[src/rtl/i2c_pkg.sv]
// ---------------------------------------------------------------------------
// i2c_pkg
// Shared definitions for the I2C target block and the CPU-side I2C
// controller: the target FSM state type, the default bus address and the
// bus-level ACK/NACK bit values.
//
// Contents:
//   i2c_state_e          - target FSM states
//   DEFAULT_TARGET_ADDR  - 7-bit address the target answers to by default
//   ACK / NACK           - SDA level of an acknowledge / not-acknowledge bit
// ---------------------------------------------------------------------------
package i2c_pkg;

    typedef enum logic [3:0] {
        IDLE      = 4'd0,
        ADDR      = 4'd1,
        ADDR_ACK  = 4'd2,
        PTR       = 4'd3,
        PTR_ACK   = 4'd4,
        WDATA     = 4'd5,
        WDATA_ACK = 4'd6,
        RDATA     = 4'd7,
        RDATA_ACK = 4'd8,
        IGNORE    = 4'd9
    } i2c_state_e;

    localparam logic [6:0] DEFAULT_TARGET_ADDR = 7'h42;

    localparam logic ACK  = 1'b0;
    localparam logic NACK = 1'b1;

endpackage

[src/rtl/i2c_line_sync.sv]
// ---------------------------------------------------------------------------
// i2c_line_sync
// Brings the raw SCL/SDA bus levels into the CLK domain and decodes the bus
// events the target FSM works from. Each line goes through a two-flop
// synchronizer followed by one history flop; every edge decision is made on
// the synchronized value versus its history.
//
// Ports:
//   CLK        in   system clock, rising edge
//   RST        in   asynchronous active-low reset
//   scl_i      in   raw SCL level (asynchronous)
//   sda_i      in   raw SDA level (asynchronous)
//   sda_s      out  synchronized SDA level, used for bit sampling
//   scl_rise   out  one-CLK strobe, SCL went low -> high
//   scl_fall   out  one-CLK strobe, SCL went high -> low
//   start_det  out  one-CLK strobe, SDA fell while SCL held high
//   stop_det   out  one-CLK strobe, SDA rose while SCL held high
// ---------------------------------------------------------------------------
module i2c_line_sync (
    input  logic CLK,
    input  logic RST,
    input  logic scl_i,
    input  logic sda_i,
    output logic sda_s,
    output logic scl_rise,
    output logic scl_fall,
    output logic start_det,
    output logic stop_det
);

    logic [1:0] r_sclSync;
    logic [1:0] r_sdaSync;
    logic       r_sclPrev;
    logic       r_sdaPrev;

    // Synchronizer and history flops. They reset to the idle-bus level (both
    // lines high) so that leaving reset never looks like an edge or START.
    always_ff @(posedge CLK or negedge RST) begin
        if (!RST) begin
            r_sclSync <= 2'b11;
            r_sdaSync <= 2'b11;
            r_sclPrev <= 1'b1;
            r_sdaPrev <= 1'b1;
        end else begin
            r_sclSync <= {r_sclSync[0], scl_i};
            r_sdaSync <= {r_sdaSync[0], sda_i};
            r_sclPrev <= r_sclSync[1];
            r_sdaPrev <= r_sdaSync[1];
        end
    end

    // Event decode. START/STOP need SCL high in both the current and the
    // previous sample so an SDA change racing an SCL edge is not mistaken
    // for a bus condition.
    assign sda_s     = r_sdaSync[1];
    assign scl_rise  =  r_sclSync[1] & ~r_sclPrev;
    assign scl_fall  = ~r_sclSync[1] &  r_sclPrev;
    assign start_det =  r_sclSync[1] &  r_sclPrev & r_sdaPrev & ~r_sdaSync[1];
    assign stop_det  =  r_sclSync[1] &  r_sclPrev & ~r_sdaPrev & r_sdaSync[1];

endmodule

[src/rtl/i2c_target.sv]
// ---------------------------------------------------------------------------
// i2c_target
// I2C target (slave) with a small byte-wide register file shared with a
// host port. A bus write sends the address, then a register pointer, then
// any number of data bytes (pointer auto-increments with wrap). A bus read
// returns bytes starting at the current pointer, again auto-incrementing
// for as long as the master ACKs. A repeated START keeps the pointer, so
// "write pointer, repeated START, read" works as expected.
//
// Build option:
//   I2C_TARGET_GCALL_EN  when defined, address 7'h00 with W is ACKed and
//                        handled exactly like a write to TARGET_ADDR;
//                        general-call reads are NACKed. When undefined,
//                        7'h00 is an ordinary non-matching address.
//
// Parameters:
//   TARGET_ADDR  7-bit bus address (default 7'h42)
//   NREGS        register-file depth, power of two, 2..256
//
// Ports:
//   CLK         in   system clock, rising edge
//   RST         in   asynchronous active-low reset
//   scl_i       in   raw SCL level
//   sda_i       in   raw SDA level
//   sda_oe      out  1 pulls SDA low (open-drain pad)
//   host_addr   in   host register index
//   host_rdata  out  regs[host_addr], combinational
//   host_we     in   host write strobe
//   host_wdata  in   host write data
//   wr_pulse    out  one-CLK pulse after each bus-written byte
//   wr_index    out  index of the most recent bus-written byte
//   busy        out  high from an address match until STOP or next START
// ---------------------------------------------------------------------------
module i2c_target
    import i2c_pkg::*;
#(
    parameter logic [6:0] TARGET_ADDR = DEFAULT_TARGET_ADDR,
    parameter int         NREGS       = 16
) (
    input  logic                     CLK,
    input  logic                     RST,
    input  logic                     scl_i,
    input  logic                     sda_i,
    output logic                     sda_oe,
    input  logic [$clog2(NREGS)-1:0] host_addr,
    output logic [7:0]               host_rdata,
    input  logic                     host_we,
    input  logic [7:0]               host_wdata,
    output logic                     wr_pulse,
    output logic [$clog2(NREGS)-1:0] wr_index,
    output logic                     busy
);

    localparam int PW = $clog2(NREGS);

    i2c_state_e    r_state;
    i2c_state_e    w_nextState;

    logic [7:0]    r_regs [NREGS];
    logic [7:0]    r_shift;
    logic [7:0]    r_txShift;
    logic [3:0]    r_bitCnt;
    logic [PW-1:0] r_ptr;
    logic [PW-1:0] r_wrIndex;
    logic          r_wrPulse;
    logic          r_busy;
    logic          r_ackBit;

    logic          w_sda;
    logic          w_sclRise;
    logic          w_sclFall;
    logic          w_start;
    logic          w_stop;
    logic          w_byteEnd;
    logic          w_addrHit;
    logic          w_gcallWrite;
    logic          w_addrAccept;
    logic          w_busWrite;
    logic [7:0]    w_busData;
    logic [PW-1:0] w_ptrInc;

    i2c_line_sync u_lineSync (
        .CLK       (CLK),
        .RST       (RST),
        .scl_i     (scl_i),
        .sda_i     (sda_i),
        .sda_s     (w_sda),
        .scl_rise  (w_sclRise),
        .scl_fall  (w_sclFall),
        .start_det (w_start),
        .stop_det  (w_stop)
    );

    // A byte is complete on the SCL fall that follows its 8th rise; that
    // fall is where the FSM steps into the matching ACK state.
    assign w_byteEnd = w_sclFall && (r_bitCnt == 4'd8);
    assign w_ptrInc  = r_ptr + PW'(1);

    // Address decode looks at the full received address byte in r_shift.
    assign w_addrHit = (r_shift[7:1] == TARGET_ADDR);
`ifdef I2C_TARGET_GCALL_EN
    assign w_gcallWrite = (r_shift[7:1] == 7'h00) && !r_shift[0];
`else
    assign w_gcallWrite = 1'b0;
`endif
    assign w_addrAccept = w_addrHit || w_gcallWrite;

    // The data byte is committed on its 8th SCL rise, so the last bit comes
    // straight from the line rather than from the shift register.
    assign w_busWrite = (r_state == WDATA) && w_sclRise && (r_bitCnt == 4'd7);
    assign w_busData  = {r_shift[6:0], w_sda};

    // State register. Reset drops straight to IDLE, which also releases SDA
    // immediately because sda_oe is decoded from this register.
    always_ff @(posedge CLK or negedge RST) begin
        if (!RST) begin
            r_state <= IDLE;
        end else begin
            r_state <= w_nextState;
        end
    end

    // Next-state logic. START and STOP override whatever the FSM is doing;
    // everything else advances only on SCL falls, so SDA ownership changes
    // exclusively while SCL is low.
    always_comb begin
        w_nextState = r_state;
        if (w_start) begin
            w_nextState = ADDR;
        end else if (w_stop) begin
            w_nextState = IDLE;
        end else begin
            case (r_state)
                IDLE:      w_nextState = IDLE;
                ADDR:      if (w_byteEnd) w_nextState = w_addrAccept ? ADDR_ACK : IGNORE;
                ADDR_ACK:  if (w_sclFall) w_nextState = r_shift[0] ? RDATA : PTR;
                PTR:       if (w_byteEnd) w_nextState = PTR_ACK;
                PTR_ACK:   if (w_sclFall) w_nextState = WDATA;
                WDATA:     if (w_byteEnd) w_nextState = WDATA_ACK;
                WDATA_ACK: if (w_sclFall) w_nextState = WDATA;
                RDATA:     if (w_byteEnd) w_nextState = RDATA_ACK;
                RDATA_ACK: if (w_sclFall) w_nextState = (r_ackBit == NACK) ? IGNORE : RDATA;
                IGNORE:    w_nextState = IGNORE;
                default:   w_nextState = IDLE;
            endcase
        end
    end

    // Output decode. We pull SDA low for our own ACK bits and for the zero
    // bits of a byte being read; in every other state SDA is released.
    always_comb begin
        sda_oe = 1'b0;
        case (r_state)
            ADDR_ACK, PTR_ACK, WDATA_ACK: sda_oe = 1'b1;
            RDATA:                        sda_oe = ~r_txShift[7];
            default:                      sda_oe = 1'b0;
        endcase
    end

    assign busy       = r_busy;
    assign wr_pulse   = r_wrPulse;
    assign wr_index   = r_wrIndex;
    assign host_rdata = r_regs[host_addr];

    // Bit-level datapath: receive shifting, bit counting, pointer updates,
    // transmit shift register and the master's ACK sample. The pointer is
    // deliberately untouched by START/STOP so it survives a repeated START.
    always_ff @(posedge CLK or negedge RST) begin
        if (!RST) begin
            r_shift   <= '0;
            r_txShift <= '0;
            r_bitCnt  <= '0;
            r_ptr     <= '0;
            r_wrIndex <= '0;
            r_wrPulse <= 1'b0;
            r_busy    <= 1'b0;
            r_ackBit  <= NACK;
        end else begin
            r_wrPulse <= w_busWrite;
            if (w_busWrite) begin
                r_wrIndex <= r_ptr;
            end
            if (w_start || w_stop) begin
                r_bitCnt <= '0;
                r_busy   <= 1'b0;
            end else begin
                case (r_state)
                    ADDR, PTR, WDATA: begin
                        if (w_sclRise) begin
                            r_shift  <= {r_shift[6:0], w_sda};
                            r_bitCnt <= r_bitCnt + 4'd1;
                        end
                        if (w_byteEnd) begin
                            r_bitCnt <= '0;
                        end
                        if ((r_state == ADDR) && w_byteEnd && w_addrAccept) begin
                            r_busy <= 1'b1;
                        end
                        if ((r_state == PTR) && w_byteEnd) begin
                            r_ptr <= r_shift[PW-1:0];
                        end
                        if (w_busWrite) begin
                            r_ptr <= w_ptrInc;
                        end
                    end
                    ADDR_ACK: begin
                        if (w_sclFall && r_shift[0]) begin
                            r_txShift <= r_regs[r_ptr];
                        end
                    end
                    RDATA: begin
                        if (w_sclRise) begin
                            r_bitCnt <= r_bitCnt + 4'd1;
                        end
                        if (w_sclFall) begin
                            if (r_bitCnt == 4'd8) begin
                                r_bitCnt <= '0;
                            end else begin
                                r_txShift <= {r_txShift[6:0], 1'b0};
                            end
                        end
                    end
                    RDATA_ACK: begin
                        if (w_sclRise) begin
                            r_ackBit <= w_sda;
                        end
                        if (w_sclFall && (r_ackBit == ACK)) begin
                            r_ptr     <= w_ptrInc;
                            r_txShift <= r_regs[w_ptrInc];
                        end
                    end
                    default: begin
                    end
                endcase
            end
        end
    end

    // Register file. The bus write is placed after the host write so that
    // when both hit the same index in one cycle, the bus byte is what lands.
    always_ff @(posedge CLK or negedge RST) begin
        if (!RST) begin
            for (int i = 0; i < NREGS; i++) begin
                r_regs[i] <= '0;
            end
        end else begin
            if (host_we) begin
                r_regs[host_addr] <= host_wdata;
            end
            if (w_busWrite) begin
                r_regs[r_ptr] <= w_busData;
            end
        end
    end

endmodule

[config.mk]
export PLATFORM = sky130hd
export DESIGN_NAME = i2c_target
export DESIGN_NICKNAME = d
export VERILOG_FILES = /design/src/rtl/i2c_pkg.sv /design/src/rtl/i2c_line_sync.sv /design/src/rtl/i2c_target.sv
export SDC_FILE = /design/constraint.sdc
export NUM_CORES = 1
export LEC_CHECK = 0
export ABC_AREA = 1
export BUFFER_PORTS_ARGS = -buffer_cell sky130_fd_sc_hd__buf_2
export CAP_MARGIN = 20
export CELL_PAD_IN_SITES_DETAIL_PLACEMENT = 1
export CELL_PAD_IN_SITES_GLOBAL_PLACEMENT = 1
export CORE_MARGIN = 2
export CORE_UTILIZATION = 49
export CTS_CLUSTER_DIAMETER = 200
export CTS_CLUSTER_SIZE = 28
export DETAILED_ROUTE_END_ITERATION = 8
export HOLD_SLACK_MARGIN = 0.03
export PLACE_DENSITY_LB_ADDON = 0.1
export SETUP_SLACK_MARGIN = 0.15
export SKIP_LAST_GASP = 1
export SLEW_MARGIN = 5
export SYNTH_ARGS = -nofsm -noshare
export SYNTH_HDL_FRONTEND = slang
export SYNTH_SLANG_ARGS = --single-unit
[constraint.sdc]
create_clock -name CLK -period 4.83 [get_ports CLK]
set_clock_uncertainty 0.1 [all_clocks]
set_input_delay 0.483 -clock CLK [delete_from_list [all_inputs] [get_ports CLK]]
set_output_delay 0.483 -clock CLK [all_outputs]
set_load 0.02 [all_outputs]
==> impl_metrics.env, run 1 <==
export IMPL_status="completed"
export IMPL_p_leak_nw=6.42
export IMPL_globalplace_congestion=1.02
export IMPL_layout_common_cells="nand2_1 (689), o21ai_0 (304), inv_1 (202), nand3_1 (174), dfrtp_1 (161)"
export IMPL_drt_iter0_markers=1851
export IMPL_critPathMaxFanout=17
export IMPL_vias=13300
export IMPL_area_delta_synth_final_pct=6.24
export IMPL_die_w_um=159
export IMPL_die_area_sq_um=25400
export IMPL_design_area_sq_um=12600
export IMPL_cts_sinks=169
export IMPL_io_buffers=31
export IMPL_h_tree_depth=4
export IMPL_cts_resized_gates=0
export IMPL_viasPerCell=6.17
export IMPL_ys_ff_latch=169
export IMPL_antenna_found_initial=1
export IMPL_seqCellArea_sq_um=4240
export IMPL_period_share_pct=73.8
export IMPL_path_common_cell="nand2_1"
export IMPL_row_count=56
export IMPL_ys_seq_area_share_pct=35.8
export IMPL_path_class="register to register"
export IMPL_whs_ns=0.0355
export IMPL_start_util_pct=50.1
export IMPL_max_slew_margin_pct=18.3
export IMPL_core_area_sq_um=23600
export IMPL_antenna_left=0
export IMPL_p_per_area_nw_per_um2=586
export IMPL_power_mw=7.38
export IMPL_dpl_cell_area_sq_um=12000
export IMPL_hold_viol_final=0
export IMPL_slowest_delay_ns=0.81
export IMPL_n_fill_cell=3294
export IMPL_clk_pin_slew_ns=0.08
export IMPL_setup_tns_final_ns=0
export IMPL_overflow=0
export IMPL_dp_hpwl_um=35300
export IMPL_maxSlewViolCount=0
export IMPL_cts_buffer_depth=2
export IMPL_dp_slack_ns=1.51
export IMPL_nets=1846
export IMPL_wire_per_inst_um=23.9
export IMPL_maxCapViolCount=0
export IMPL_rsz0062_at_grt="false"
export IMPL_synth_fp_nets=1886
export IMPL_setup_viol=0
export IMPL_ioPinCount=32
export IMPL_fin_crit_ns=3.57
export IMPL_clock_latency_ns=0.46
export IMPL_die_y_um=159
export IMPL_vdd_drop_max_v=0.000338
export IMPL_track_usage_pct=40.6
export IMPL_cts_tree="built"
export IMPL_netlist_area_sq_um=11800
export IMPL_grt_pass1_vias=13100
export IMPL_routed_wl_um=51600
export IMPL_cp_end_kind="register"
export IMPL_max_freq_mhz=280
export IMPL_start_kind="register"
export IMPL_drc=0
export IMPL_cp_cell_sequence="ha_1, nand2_1, nand2_2, clkinv_1, nand3_1, nand3_1, nand2_1, nand2_1, nand3_1, nand2_1, inv_1"
export IMPL_hold_class="primary input to register"
export IMPL_synth_cell_types=37
export IMPL_grt_max_degree=109
export IMPL_required_ns=5.12
export IMPL_first_pass_iters=6
export IMPL_numCtsBuffers=17
export IMPL_root_buffer="clkbuf_16"
export IMPL_syn_inst=1863
export IMPL_tightestPinTransition_ns=1.22
export IMPL_crit_slowest_cell="clkinv_1"
export IMPL_ys_warn_count=0
export IMPL_fin_ws_ns=1.26
export IMPL_grt_pass1_wl_um=78600
export IMPL_drive_above_1_share_pct=6.37
export IMPL_final_common_cell="nand2_1"
export IMPL_multiInputGateArea_sq_um=6260
export IMPL_syn_area_per_cell_sq_um=6.35
export IMPL_arrival_ns=3.85
## cell usage after synthesis
cell type	number	area share, %
dfrtp_1	162	34
dfstp_2	7	1.6
or2_2	1	0.053
a211oi_1	1	0.063
o31ai_1	1	0.063
a21oi_1	2	0.085
xor2_1	1	0.074
o2111ai_1	1	0.074
o21bai_1	1	0.063
inv_1	203	6.4
xor2_2	1	0.14
nand2_2	13	0.69
o211ai_1	13	0.82
nand3b_1	1	0.063
nand3_1	174	7.4
o21ai_1	25	1.1
nor3_1	3	0.13
buf_1	8	0.25
nor3b_1	1	0.063
buf_6	14	1.3
nand2_1	689	22
nand4_1	10	0.53
buf_2	36	1.5
nor2_4	4	0.38
clkbuf_1	48	1.5
o21ai_0	304	13
nor2_2	3	0.16
o22ai_1	66	3.5
nand4_4	1	0.18
ha_1	6	0.63
buf_4	1	0.063
nor3_2	1	0.085
nand4_2	1	0.11
nand3_4	1	0.15
inv_2	4	0.13
clkinv_1	3	0.095
nor2_1	52	1.6
## flip-flops by register name, indices dropped and copies added (netlist names), 2 cells and up
| register | count |
|---|---|
| r_regs | 128 |
| r_shift | 8 |
| r_txShift | 8 |
| r_bitCnt | 4 |
| r_ptr | 4 |
| r_state | 4 |
| wr_index | 4 |
| u_lineSync.r_sclSync | 2 |
| u_lineSync.r_sdaSync | 2 |
## layout make-up
type,instances,share of cell area [%]
tap,319,3.17
clock buffer,17,3.38
antenna,1,0.0199
multi-input combinational,1377,49.7
inverter,210,6.28
sequential,169,33.7
clock inverter,15,1.23
timing repair buffer,48,2.44
## final timing paths
path	start	end	slack [ns]	cells after the start
hold / removal	scl_i	u_lineSync.r_sclSync[0]	0.04	1
max in group asynchronous	RST	r_regs[18]	3.07	3
hold reg to reg	u_lineSync.r_sclSync[0]	u_lineSync.r_sclSync[1]	0.25	0
setup reg to reg	r_ptr[1]	r_txShift[2]	1.26	11
setup / recovery	r_ptr[1]	r_txShift[2]	1.26	11
min in group asynchronous	RST	r_regs[86]	0.53	2
## metrics by stage
step / cells / util, %
6_report: 2156 / 53.3
5_1_grt: 2155 / 53.2
4_1_cts: 2155 / 53.2
3_5_place_dp: 2121 / 50.7
3_3_place_gp: 2121 / 50.7
2_1_floorplan: 1863 / -
## critical path, delay by kind of cell, from the launching register on
kind	cells	cell delay, ns
adders and majority gates	1	0.36
buffers and inverters	2	0.87
DFF	1	0.75
and+or+nand+nor	8	1.43
## cell families (layout without fill, tap and decap cells)
group,Yosys count,in the layout,synth area share (%)
buffers and inverters,317,290,11.4
and+or+nand+nor,955,955,33.4
AOI/OAI and AO/OA,414,414,18.6
DFF,169,169,35.8
xor gates and xnor gates,2,2,0.211
other,0,1,0
adders and majority gates,6,6,0.634
## what timing repair did
action,CTS,global route
hold buffers,2,0
setup buffers,0,0
hold endpoints to repair,68,0
## layer usage
metal	part of all wire, %	global-route usage, %	vias to the layer above
met5	0	0	-
met4	5.9	22.8	0
met3	10	8.65	170
met2	43	59.3	698
met1	41	55.8	6501
li1	-	-	5935
## report_power, final
group | internal [mW] | total, mW | switching [mW]
logic | 1.05 | 3.88 | 2.83
clock network | 0.692 | 1.42 | 0.729
registers | 1.78 | 2.07 | 0.286
total | 3.53 | 7.38 | 3.85
No activity file was read; power rests on OpenSTA's default activity.
==> run 2: changes to the inputs <==
--- a/config.mk
+++ b/config.mk
@@ -11,7 +11,7 @@
 export CELL_PAD_IN_SITES_DETAIL_PLACEMENT = 1
 export CELL_PAD_IN_SITES_GLOBAL_PLACEMENT = 1
 export CORE_MARGIN = 2
-export CORE_UTILIZATION = 49
+export CORE_UTILIZATION = 45
 export CTS_CLUSTER_DIAMETER = 200
 export CTS_CLUSTER_SIZE = 28
 export DETAILED_ROUTE_END_ITERATION = 8
==> constraint.sdc (replaced) <==
create_clock -name CLK -period 3.3 [get_ports CLK]
set_clock_uncertainty 0.1 [all_clocks]
set_input_delay 0.33 -clock CLK [delete_from_list [all_inputs] [get_ports CLK]]
set_output_delay 0.33 -clock CLK [all_outputs]
set_load 0.02 [all_outputs]
==> run 2 against run 1 <==
Largest power group unchanged. Hold slack better by 0.22 ns. Global-route usage is 2.5 points lower. First-iteration DRC count is 19% lower. Core utilization is 3.7 points lower. Power is 47% higher. Clock power is 48% higher. Combinational power is 48% higher. Flip-flop and latch count stayed put. Cell area is 2.2% higher. Non-clock buffer count is 24 higher. Count of clock-buffer cells in the layout is 1 higher.
==> impl_metrics.env, run 2 (synthesis results as in run 1) <==
export IMPL_status="completed"
export IMPL_setup_viol=0
export IMPL_seqCellArea_sq_um=4240
export IMPL_fin_ws_ns=0.501
export IMPL_n_fill_cell=3520
export IMPL_max_freq_mhz=357
export IMPL_globalplace_congestion=1.04
export IMPL_p_leak_nw=6.57
export IMPL_cp_end_kind="register"
export IMPL_track_usage_pct=38.1
export IMPL_period_share_pct=84.8
export IMPL_whs_ns=0.259
export IMPL_required_ns=3.59
export IMPL_drt_iter0_markers=1496
export IMPL_r2r_cells=12
export IMPL_tightestPinTransition_ns=0.981
export IMPL_grt_max_degree=120
export IMPL_vdd_drop_max_v=0.000552
export IMPL_hold_class="register to register"
export IMPL_io_buffers=31
export IMPL_layout_common_cells="nand2_1 (689), o21ai_0 (304), inv_1 (202), nand3_1 (174), dfrtp_1 (161)"
export IMPL_grt_pass1_wl_um=80400
export IMPL_dp_hpwl_um=36000
export IMPL_wire_per_inst_um=23.8
export IMPL_die_y_um=166
export IMPL_die_w_um=166
export IMPL_maxSlewViolCount=0
export IMPL_numCtsBuffers=17
export IMPL_cts_sinks=169
export IMPL_stdcell_count=2195
export IMPL_antenna_found_initial=0
export IMPL_multiInputGateArea_sq_um=6260
export IMPL_die_area_sq_um=27600
export IMPL_dp_slack_ns=0.643
export IMPL_cts_resized_gates=0
export IMPL_cts_buffer_depth=2
export IMPL_hold_viol_final=0
export IMPL_clock_latency_ns=0.46
export IMPL_dpl_cell_area_sq_um=12200
export IMPL_overflow=0
export IMPL_routed_wl_um=52200
export IMPL_cts_tree="built"
export IMPL_first_pass_iters=5
export IMPL_clk_pin_slew_ns=0.08
export IMPL_maxCapViolCount=0
export IMPL_p_per_area_nw_per_um2=844
export IMPL_path_class="register to register"
export IMPL_max_slew_margin_pct=34.4
export IMPL_start_kind="register"
export IMPL_antenna_left=0
export IMPL_final_util_pct=49.6
export IMPL_arrival_ns=3.09
export IMPL_grt_pass1_vias=13000
export IMPL_row_count=59
export IMPL_place_detailed_instances=2160
export IMPL_setup_tns_final_ns=0
export IMPL_top_regs="r_regs: 128 flops, r_shift: 8 flops, r_txShift: 8 flops"
export IMPL_drc=0
export IMPL_nets=1870
export IMPL_power_mw=10.8
export IMPL_fin_crit_ns=2.80
export IMPL_rsz0062_at_grt="false"
export IMPL_root_buffer="clkbuf_16"
export IMPL_largest_register_ffs=128
export IMPL_hold_depth=0
export IMPL_largest_register="r_regs"
export IMPL_post_cts_buffers=0
export IMPL_drive_above_1_share_pct=7.53
export IMPL_critPathMaxFanout=38
export IMPL_start_util_pct=45.7
export IMPL_ioPinCount=32
export IMPL_diodes=0
export IMPL_area_delta_synth_final_pct=8.53
export IMPL_h_tree_depth=4
export IMPL_viasPerCell=6.06
export IMPL_design_area_sq_um=12800
export IMPL_core_area_sq_um=25900
export IMPL_ctsHoldBuffers=3
export IMPL_final_common_cell="nand2_1"
export IMPL_vias=13300
run 2: cell count changes in the layout (fill, tap and decap cells not counted):
cell           before  now
buf_12              1    6
buf_4              14   32
clkinv_2            2    1
diode_2             1    0
clkbuf_8            0    1
dlygate4sd3_1       2    3
run 2: final timing paths:
kind                                         startpoint                       to  slack (ns)
worst min register to register  u_lineSync.r_sclSync[0]  u_lineSync.r_sclSync[1]        0.26
min in group asynchronous                           RST               r_regs[82]        0.28
max in group asynchronous                           RST  u_lineSync.r_sclSync[0]        2.01
worst max register to register                 r_ptr[0]             r_txShift[3]        0.50
worst max-delay path                           r_ptr[0]             r_txShift[3]        0.50
worst min-delay path            u_lineSync.r_sclSync[0]  u_lineSync.r_sclSync[1]        0.26
run 2: area by class of cell:
| class | instances | area share (%) |
|---|---|---|
| Clock buffer | 18 | 3.42 |
| Clock inverter | 14 | 1.17 |
| Inverter | 210 | 6.15 |
| Multi-Input combinational cell | 1377 | 48.7 |
| Sequential cell | 169 | 33.0 |
| Tap cell | 335 | 3.26 |
| Timing Repair Buffer | 72 | 4.29 |
run 2: report_power, final:
group          internal, mW  switching, mW
logic                  1.63           4.10
registers              2.61          0.402
clock network          1.04           1.06
run 2: critical path, stage by stage, from the launching register on:
cell and delay [ns]:
dfrtp_4 0.71, clkinv_2 0.18, ha_1 0.35, inv_1 0.35, buf_12 0.24, o211ai_1 0.18
nand3_1 0.12, nand3_1 0.13, nand2_1 0.11, nand2_1 0.06, nand3_1 0.08, nand2_1 0.06
inv_1 0.05
run 2: per-layer routing:
metal / routed length, um / global-route usage (%) / vias up
met2: 22800 / 58.1 / 656
met1: 22200 / 53.1 / 6515
met3: 4380 / 5.53 / 153
li1: - / - / 5985
met4: 2820 / 18.5 / 0
met5: 0 / 0 / -
